File: config.mk
export PLATFORM = sky130hd
export DESIGN_NAME = chebyshev_requant_pipe
export DESIGN_NICKNAME = d
export VERILOG_FILES = /design/src/rtl/chebyshev_pkg.sv /design/src/rtl/chebyshev_requant_lane.sv /design/src/rtl/chebyshev_requant_pipe.sv
export SDC_FILE = /design/constraint.sdc
export NUM_CORES = 1
export LEC_CHECK = 0
export ABC_AREA = 1
export CAP_MARGIN = 10
export CORE_ASPECT_RATIO = 2
export CORE_UTILIZATION = 57
export CTS_BUF_LIST = sky130_fd_sc_hd__clkbuf_4
export DETAILED_ROUTE_END_ITERATION = 6
export PLACE_DENSITY_LB_ADDON = 0.12
export SYNTH_ARGS = -nofsm -noshare
export SYNTH_HDL_FRONTEND = slang
export SYNTH_SLANG_ARGS = --single-unit
export TNS_END_PERCENT = 30
File: constraint.sdc
create_clock -name clk -period 3.96 [get_ports clk]
set_input_delay 0.396 -clock clk [delete_from_list [all_inputs] [get_ports clk]]
set_output_delay 0.396 -clock clk [all_outputs]
set_load 0.01 [all_outputs]
File: src/rtl/chebyshev_pkg.sv
// chebyshev_pkg: shared Q-format defaults and requantiser width/clamp helpers.
package chebyshev_pkg;
  localparam int CHEB_WL = 24;
  localparam int CHEB_I_BITS = 8;
  localparam int CHEB_BOUNDARY = 4;
  localparam int CHEB_DROP_FRAC = 4;
  localparam int CHEB_LANES = 4;
  localparam int CHEB_CNT_W = 16;
  function automatic int requant_o(int wl, int i_bits, int boundary, int drop_frac);
    return wl - (i_bits - boundary) - drop_frac;
  endfunction
  function automatic longint max_code(int o);
    return (longint'(1) << (o - 1)) - 1;
  endfunction
  function automatic longint min_code(int o);
    return -(longint'(1) << (o - 1));
  endfunction
endpackage

File: src/rtl/chebyshev_requant_lane.sv
// chebyshev_requant_lane: one lane's round (pre-register) and shift/clamp (post-register) arithmetic.
module chebyshev_requant_lane
  import chebyshev_pkg::*;
#(
  parameter int WL = CHEB_WL,
  parameter int I_BITS = CHEB_I_BITS,
  parameter int BOUNDARY = CHEB_BOUNDARY,
  parameter int DROP_FRAC = CHEB_DROP_FRAC,
  localparam int O = requant_o(WL, I_BITS, BOUNDARY, DROP_FRAC)
) (
  input  logic [WL-1:0]        x_i,
  input  logic                 round_en_i,
  output logic signed [WL:0]   r_o,
  input  logic signed [WL:0]   r_i,
  output logic [O-1:0]         y_o,
  output logic                 sat_o
);
  localparam int TW = WL + 1 - DROP_FRAC;
  localparam logic [WL:0] HALF = DROP_FRAC > 0 ? (WL + 1)'(1) << (DROP_FRAC > 0 ? DROP_FRAC - 1 : 0) : '0;
  localparam logic signed [TW-1:0] T_MAX = TW'(max_code(O));
  localparam logic signed [TW-1:0] T_MIN = TW'(min_code(O));
  logic signed [TW-1:0] t;
  // One guard bit keeps max positive plus the rounding half representable.
  assign r_o = {x_i[WL-1], x_i} + (round_en_i ? HALF : '0);
  assign t = TW'(r_i >>> DROP_FRAC);
  assign sat_o = (t > T_MAX) || (t < T_MIN);
  assign y_o = (t > T_MAX) ? O'(T_MAX) : (t < T_MIN) ? O'(T_MIN) : t[O-1:0];
endmodule

File: src/rtl/chebyshev_requant_pipe.sv
// chebyshev_requant_pipe: two-stage multi-lane round/saturate requantiser with
// valid/ready flow control and a saturating clamp-event counter.
module chebyshev_requant_pipe
  import chebyshev_pkg::*;
#(
  parameter int WL = CHEB_WL,
  parameter int I_BITS = CHEB_I_BITS,
  parameter int BOUNDARY = CHEB_BOUNDARY,
  parameter int DROP_FRAC = CHEB_DROP_FRAC,
  parameter int LANES = CHEB_LANES,
  parameter int CNT_W = CHEB_CNT_W,
  localparam int K = I_BITS - BOUNDARY,
  localparam int O = WL - K - DROP_FRAC
) (
  input  logic                  clk,
  input  logic                  rst_n,
  input  logic [LANES*WL-1:0]   in_data,
  input  logic                  in_valid,
  output logic                  in_ready,
  input  logic                  round_en,
  output logic [LANES*O-1:0]    out_data,
  output logic [LANES-1:0]      out_sat,
  output logic                  out_valid,
  input  logic                  out_ready,
  input  logic                  sat_clr,
  output logic [CNT_W-1:0]      sat_count,
  output logic                  sat_sticky
);
  localparam int PW = $clog2(LANES + 1);
  logic [LANES-1:0][WL:0] s1_r_q, s1_r_d;
  logic s1_valid_q, out_valid_q, sat_sticky_q, sat_sticky_d, s2_load, out_hs;
  logic [LANES*O-1:0] out_data_q, out_data_d;
  logic [LANES-1:0] out_sat_q, out_sat_d;
  logic [CNT_W-1:0] sat_count_q, sat_count_d;
  logic [PW-1:0] pop;
  logic [CNT_W+PW-1:0] sum;
  assign s2_load = s1_valid_q && (!out_valid_q || out_ready);
  assign in_ready = !s1_valid_q || s2_load;
  assign out_hs = out_valid_q && out_ready;
  assign out_data = out_data_q;
  assign out_sat = out_sat_q;
  assign out_valid = out_valid_q;
  assign sat_count = sat_count_q;
  assign sat_sticky = sat_sticky_q;
  for (genvar i = 0; i < LANES; i++) begin : g_lane
    chebyshev_requant_lane #(
      .WL(WL), .I_BITS(I_BITS), .BOUNDARY(BOUNDARY), .DROP_FRAC(DROP_FRAC)
    ) u_lane (
      .x_i(in_data[i*WL +: WL]),
      .round_en_i(round_en),
      .r_o(s1_r_d[i]),
      .r_i(s1_r_q[i]),
      .y_o(out_data_d[i*O +: O]),
      .sat_o(out_sat_d[i])
    );
  end
  // Clear wins over a same-cycle handshake, discarding that beat's events.
  always_comb begin
    pop = '0;
    for (int i = 0; i < LANES; i++) pop = pop + PW'(out_sat_q[i]);
    sum = (CNT_W + PW)'(sat_count_q) + (CNT_W + PW)'(pop);
    sat_count_d = sat_clr ? '0 : !out_hs ? sat_count_q : |sum[CNT_W+PW-1:CNT_W] ? '1 : sum[CNT_W-1:0];
    sat_sticky_d = !sat_clr && (sat_sticky_q || (out_hs && |out_sat_q));
  end
  always_ff @(posedge clk) begin
    if (!rst_n) begin
      s1_r_q <= '0;
      s1_valid_q <= 1'b0;
      out_data_q <= '0;
      out_sat_q <= '0;
      out_valid_q <= 1'b0;
      sat_count_q <= '0;
      sat_sticky_q <= 1'b0;
    end else begin
      if (in_ready) s1_valid_q <= in_valid;
      if (in_ready && in_valid) s1_r_q <= s1_r_d;
      if (!out_valid_q || out_ready) out_valid_q <= s1_valid_q;
      if (s2_load) begin
        out_data_q <= out_data_d;
        out_sat_q <= out_sat_d;
      end
      sat_count_q <= sat_count_d;
      sat_sticky_q <= sat_sticky_d;
    end
  end
endmodule

==> summary.md, run 1 <==
| Metric | Value |
|---|---|
| Min Tclk post-route | 2681 ps |
| Met3 WL | 1124 µm |
| Core area | 15290 µm² |
| Fraction of layout instances using a drive strength above 1 | 5.063% |
| Worst Path Required | 4490 ps |
| Synth Cell Area | 8914 µm² |
| Initial antenna violation count | 1 |
| Fmax | 0.3730 GHz |
| Hold crit path type | flop to flop |
| Skew-Pair Late Insertion Delay | 580 ps |
| Register area share after synthesis | 38.41% |
| Post-CTS Setup Inserts | 0 |
| Final hold violation count | 0 |
| CTS resizes | 0 |
| Critical Path Source | out_sat[0]$_SDFFE_PN0P_ |
| Max layer used | met4 |
| Routed Wire Length | 26250 µm |
| Vias | 9176 |
| Worst vdd ir | 284.3 µV |
| RR Startpoint | out_sat[0]$_SDFFE_PN0P_ |
| CTS max path bufs | 2 |
| First-pass GRT wire length | 41330 µm |
| CP arrival | 3210 ps |
| Initial Util | 58.28% |
| Drt first pass iters | 5 |
| RSZ-0062 raised after global routing | no |
| Detailed Route Iter0 Violations | 423 |
| Clock root cell | clkbuf_4 |
| Post-DRT Antenna Nets | 0 |
| GRT overflow | 0 |
| Cell Pwr Density | 328.0 nW/µm² |
| Max_cap viols | 0 |
| Post-Synth XOR/XNOR Area | 3.537% |
| Hold-fix buffers, CTS | 0 |
| Number of H-tree levels | 4 |
| Ports | 189 |
| Chip Height | 178.9 µm |
| Syn nets | 1447 |
| Die area | 16170 µm² |
| Die X | 90.43 µm |
| Port Buffers | 176 |
| Post-synthesis compound-gate area fraction | 15.41% |
| GP Congestion | 0.9698 |
| Mux cell area share after synthesis | 0% |
| Fillers | 1358 |
| Mapped Cells | 1336 |
| Synth cell count leaders | nand2_1 (334), nor2_1 (174), dfxtp_1 (171), inv_1 (144), o21ai_0 (121) |
| Main area contributors after synthesis | dfxtp_1 (38%), nand2_1 (14%), nor2_1 (7.3%) |
| Adder-cell area share of the yosys netlist | 1.516% |
| Yosys top cell area share | 38.41% |
| Yosys warning total | 0 |
| CTS buffer count | 17 |
| Largest family of logic cells by synthesized area | simple AND/OR/NAND/NOR gates |
| Number of synthesized flops with an enable pin | 0 |
| Lkg Pwr | 4.724 nW |
| Detailed placer's ending HPWL | 19350 µm |
| Post-synth ARST share | 0% |
| Vias in the first global route | 8717 |
| Layout Cells excl Fill | 1700 |
| Yosys reg bits | 171 |
| WL per Instance | 15.44 µm |
| Count leader, synth | nand2_1 |
| CTS tree | done |
| GRT Total Usage | 32.77% |
| Slew Viols, Final | 0 |
| Cell Rows | 64 |
| Final nets | 1599 |
| Status | finished clean |
| Via density | 5.398 |
| Post-Synth Simple-Gate Area | 32.00% |
| Area grow syn2layout | 23.84% |
| Layout Skew | 26.07 ps |
| Primary FF master, synth | dfxtp_1 |
| Metal-1 WL | 8849 µm |
| Critical Path Fanout Max | 4 |
| Worst Max-Slew Pin Slew | 905.6 ps |
| Final setup viols | 0 |
| Leading area contributor after synthesis | dfxtp_1 |
| Routed wl met2 | 14570 µm |
| Worst Setup End Kind | flop |
| Largest net degree at the start of global routing | 98 |
| # DRC | 0 |
| Mean Syn Cell Area | 6.672 µm² |
| Final period util | 67.69% |
| Setup CP Type | flop to flop |
| CTS sink cnt | 171 |
| Cells after DPL | 1667 |
| Worst slew margin | 39.62% |
| Crit start category | flop |
| Hold Path Origin | s1_r_q[68]$_SDFFE_PN0P_ |
| Setup total negative slack | 0 ps |
| Clock-pin slew on the worst setup and hold paths | 180 ps |
| Unique cell type count in the Yosys netlist | 41 |
==> layout by cell type (no fill, tap or decap), types with 4 or more instances in the layout <==
master / netlist / final
buf_4: 10 / 7
o21ai_0: 121 / 121
nand3b_1: 23 / 23
nand4_1: 18 / 18
ha_1: 6 / 6
nor3_1: 24 / 24
clkbuf_4: 0 / 17
nor2_1: 174 / 174
xnor2_1: 15 / 15
clkinv_8: 0 / 5
o211ai_1: 13 / 13
dfxtp_1: 171 / 171
inv_1: 144 / 143
nand2_1: 334 / 334
nor2_2: 7 / 7
clkdlybuf4s50_1: 0 / 175
nand3_1: 61 / 61
a21oi_1: 115 / 115
xor2_1: 21 / 21
nor2_4: 4 / 4
nand2_2: 6 / 6
inv_8: 0 / 4
==> metrics by stage <==
step	setup slack [ps]	power [W]	instance area (µm²)	utilization (%)	hold WS, ps
global placement	1204	0.002604	10730	70.17	444.7
finish	1279	0.003621	11040	72.17	462.6
global route	1127	0.003789	11040	72.17	468.8
detailed placement	1168	0.002616	10730	70.17	451.6
floorplan	1541	0.002283	8914	-	434.2
CTS	1270	0.003631	11040	72.15	454.0
==> state kept, by name, indices dropped and copies added (netlist names) <==
register,cells
out_valid,1
sat_count,16
s1_valid_q,1
sat_sticky,1
out_sat,4
out_data,64
s1_r_q,84
==> final cells by class <==
type / count / area, µm² / share of cell area (%)
inverters: 147 / 554.3 / 5.022
clock inverters: 15 / 176.4 / 1.598
well taps: 198 / 247.7 / 2.244
flip-flops and latches: 171 / 3423 / 31.01
repair buffers: 184 / 1829 / 16.57
clock buffers: 17 / 127.6 / 1.156
multi-input cells: 967 / 4677 / 42.37
diodes: 1 / 2.502 / 0.02267
==> routing by layer <==
| metal | vias up | GRT usage (%) |
|---|---|---|
| met5 | - | 0 |
| met3 | 103 | 4.453 |
| met1 | 4154 | 30.15 |
| met2 | 326 | 64.85 |
| li1 | 4593 | - |
| met4 | 0 | 23.32 |
==> cells by family after synthesis <==
| logic type | count (synthesis) |
|---|---|
| AOI/OAI and AO/OA | 259 |
| xor gates and xnor gates | 36 |
| adders and majority gates | 9 |
| buffers and inverters | 198 |
| DFF | 171 |
| and+or+nand+nor | 663 |
==> report_power, final <==
part,switching [W],total (W),internal [W],leakage [nW]
sequential,0.0000675,0.00191,0.00184,1.41
combinational,0.000380,0.000681,0.000301,3.16
clock,0.000738,0.00103,0.000296,0.154
==> path summary, 6_finish.rpt <==
path	end	slack, ps	cells past startpoint
setup reg to reg	sat_count[10]$_SDFFE_PP0P_	1280	13
hold / removal	out_data[46]$_SDFFE_PN0P_	460	2
hold reg to reg	out_data[46]$_SDFFE_PN0P_	460	2
setup / recovery	sat_count[10]$_SDFFE_PP0P_	1280	13
==> critical path: stages (launching register included) <==
cell and delay (ps):
dfxtp_1 410, fa_1 550, inv_1 50, fa_1 350, inv_1 110, fa_1 280, nand2_1 80, nor2_1 130
nand2_1 110, nor2_2 140, nand2_2 110, nor2_2 110, nand3_2 70, a21oi_2 150
(Power assumes the default switching activity.)
==> inputs of run 2 (changes only) <==
--- a/config.mk
+++ b/config.mk
@@ -8,7 +8,7 @@
 export ABC_AREA = 1
 export CAP_MARGIN = 10
 export CORE_ASPECT_RATIO = 2
-export CORE_UTILIZATION = 57
+export CORE_UTILIZATION = 53
 export CTS_BUF_LIST = sky130_fd_sc_hd__clkbuf_4
 export DETAILED_ROUTE_END_ITERATION = 6
 export PLACE_DENSITY_LB_ADDON = 0.12
==> constraint.sdc (replaced) <==
create_clock -name clk -period 2.75 [get_ports clk]
set_input_delay 0.275 -clock clk [delete_from_list [all_inputs] [get_ports clk]]
set_output_delay 0.275 -clock clk [all_outputs]
set_load 0.01 [all_outputs]
==> run 2 against run 1 <==
  * Clock power grew 38%
  * Combinational power increased by 43%
  * Register-to-register slack worse by 1100 ps
  * Core utilization decreased by 4.5 points
  * Global-route usage fell by 3.5 points
  * Critical path depth is the same
==> summary.md, run 2 (synthesis gave the netlist of run 1 again) <==
| Metric | Value |
|---|---|
| Core area | 16350 µm² (+6.9%) |
| CTS buffer count | 17 (unchanged) |
| Setup total negative slack | 0 ps (unchanged) |
| Initial Util | 54.51% (-3.8 points) |
| Clock root cell | clkbuf_4 |
| Worst Path Required | 3280 ps (-1210 ps) |
| CTS max path bufs | 2 (unchanged) |
| Fraction of layout instances using a drive strength above 1 | 5.441% (+0.38 points) |
| Fmax | 0.3888 GHz (+4.2%) |
| Worst Max-Slew Pin Slew | 742.4 ps (-163.2 ps) |
| Area of the multi-input gates | 4682 µm² (+0.11%) |
| Worst slew margin | 50.50% (+11 points) |
| GRT Total Usage | 29.31% (-3.5 points) |
| Hold-fix buffers, CTS | 0 (unchanged) |
| Area grow syn2layout | 24.21% |
| Most common cell after layout, fill and taps aside | nand2_1 |
| Fillers | 1520 (+12%) |
| CP cell instances | fa_1 -> inv_1 -> fa_1 -> inv_1 -> fa_2 -> nand2_1 -> nor2_2 -> nand2_1 -> nor2_2 -> nand2_2 -> nor2_2 -> nand3_2 -> a21oi_2 |
| Most flops, register | s1_r_q |
| GRT overflow | 0 (unchanged) |
| Layout Skew | 20.08 ps (-5.993 ps) |
| Port Buffers | 176 (unchanged) |
| Die X | 93.70 µm (+3.6%) |
| Cell Pwr Density | 463.6 nW/µm² (+41%) |
| Max incr delay on CP | 540 ps (about the same) |
| Status | finished clean |
| Clock-pin slew on the worst setup and hold paths | 140 ps (-40 ps) |
| Drt first pass iters | 5 (unchanged) |
| WL per Instance | 14.41 µm (-6.7%) |
| Lkg Pwr | 4.747 nW (+0.49%) |
| # DRC | 0 (unchanged) |
| Skew-Pair Late Insertion Delay | 590 ps (about the same) |
| Worst vdd ir | 299.3 µV (+5.3%) |
| Final nets | 1607 (+0.50%) |
| CTS resizes | 0 (unchanged) |
| Final period util | 93.53% (+26 points) |
| Chip Height | 185.4 µm (+3.7%) |
| Post-DRT Antenna Nets | 0 (unchanged) |
| Hold path depth | 5 (+3) |
| RSZ-0062 raised after global routing | no |
| Vias in the first global route | 8542 (-2.0%) |
| Final setup viols | 0 (unchanged) |
| Die area | 17370 µm² (+7.4%) |
| Max reg flops | 84 (unchanged) |
| Cell Rows | 66 (+3.1%) |
| Min Tclk post-route | 2572 ps (-108.7 ps) |
| Largest net degree at the start of global routing | 58 (-41%) |
| First-pass GRT wire length | 39610 µm (-4.2%) |
| Reg2Reg Depth | 13 (unchanged) |
| Ports | 189 (unchanged) |
| Worst hold margin | 86.97 ps (-375.6 ps) |
| Slowest CP cell | fa_1 |
| GP Congestion | 0.9352 (-3.6%) |
| Routed Wire Length | 24670 µm (-6.0%) |
| Via density | 5.197 (-3.7%) |
| Slew Viols, Final | 0 (unchanged) |
| CTS sink cnt | 171 (unchanged) |
| Final hold violation count | 0 (unchanged) |
| Hold crit path type | input pin to flop |
| Detailed Route Iter0 Violations | 323 (-24%) |
| CP arrival | 3100 ps (-110 ps) |
| FF+latch area | 3425 µm² (about the same) |
| Critical Path Fanout Max | 4 (unchanged) |
| Setup CP Type | flop to flop |
| Number of H-tree levels | 4 (unchanged) |
| Most frequent cells in the layout | nand2_1 (334), clkdlybuf4s50_1 (175), nor2_1 (173) |
| Detailed placer's ending HPWL | 18610 µm (-3.8%) |
| Crit start category | flop |
| Post-CTS Setup Inserts | 0 (unchanged) |
| Initial antenna violation count | 1 (unchanged) |
| Vias | 8897 (-3.0%) |
| Max_cap viols | 0 (unchanged) |
| CTS tree | done |
| Worst path most repeated cell | nor2_2 |
| Worst Setup End Kind | flop |
[run 2: worst max-delay path, delay by kind of cell (launching register included)]
kind	cells	cell delay, ps
adder cells (fa/ha/maj)	3	1140
AND/OR/NAND/NOR	7	720
flip-flops	1	370
AO/OA/AOI/OAI	1	150
buffers and inverters	2	140
[run 2: final cells by class]
| class | count | area share [%] |
|---|---|---|
| flip-flops and latches | 171 | 30.93 |
| inverters | 147 | 5.006 |
| clock buffers | 19 | 1.288 |
| well taps | 204 | 2.305 |
| diodes | 1 | 0.02260 |
| repair buffers | 192 | 17.06 |
| multi-input cells | 967 | 42.29 |
| clock inverters | 11 | 1.096 |
[run 2: power by group]
part | internal (W) | total [W] | switching, W
Sequential | 0.00265 | 0.00274 | 0.0000913
Clock | 0.000548 | 0.00142 | 0.000874
Combinational | 0.000441 | 0.000974 | 0.000532
Total | 0.00364 | 0.00513 | 0.00150
[run 2: path summary, 6_finish.rpt]
path,startpoint,endpoint,slack (ps)
worst max-delay path,out_sat[0]$_SDFFE_PN0P_,sat_count[10]$_SDFFE_PP0P_,180
worst min-delay path,rst_n,sat_count[15]$_SDFFE_PP0P_,90
worst max register to register,out_sat[0]$_SDFFE_PN0P_,sat_count[10]$_SDFFE_PP0P_,180
worst min register to register,s1_r_q[60]$_SDFFE_PN0P_,out_data[38]$_SDFFE_PN0P_,450
[run 2: per-stage QoR]
stage	total power, W	cells	setup WS, ps	utilization, %	cell area, µm²
6_report	0.005133	1712	178.0	67.72	11070
2_1_floorplan	0.003287	1336	331.4	-	8914
4_1_cts	0.005173	1711	107.3	67.66	11060
3_3_place_gp	0.003748	1681	209.5	66.05	10800
3_5_place_dp	0.003762	1681	127.2	66.05	10800
5_1_grt	0.005405	1712	5.826	67.72	11070
[run 2: routing by layer]
metal / global-route usage [%] / wire length [µm] / vias to the layer above
li1: - / - / 4621
met1: 28.24 / 8754 / 3974
met2: 57.43 / 13810 / 237
met4: 14.46 / 932 / 0
met3: 5.296 / 1182 / 65
met5: 0 / 0 / -
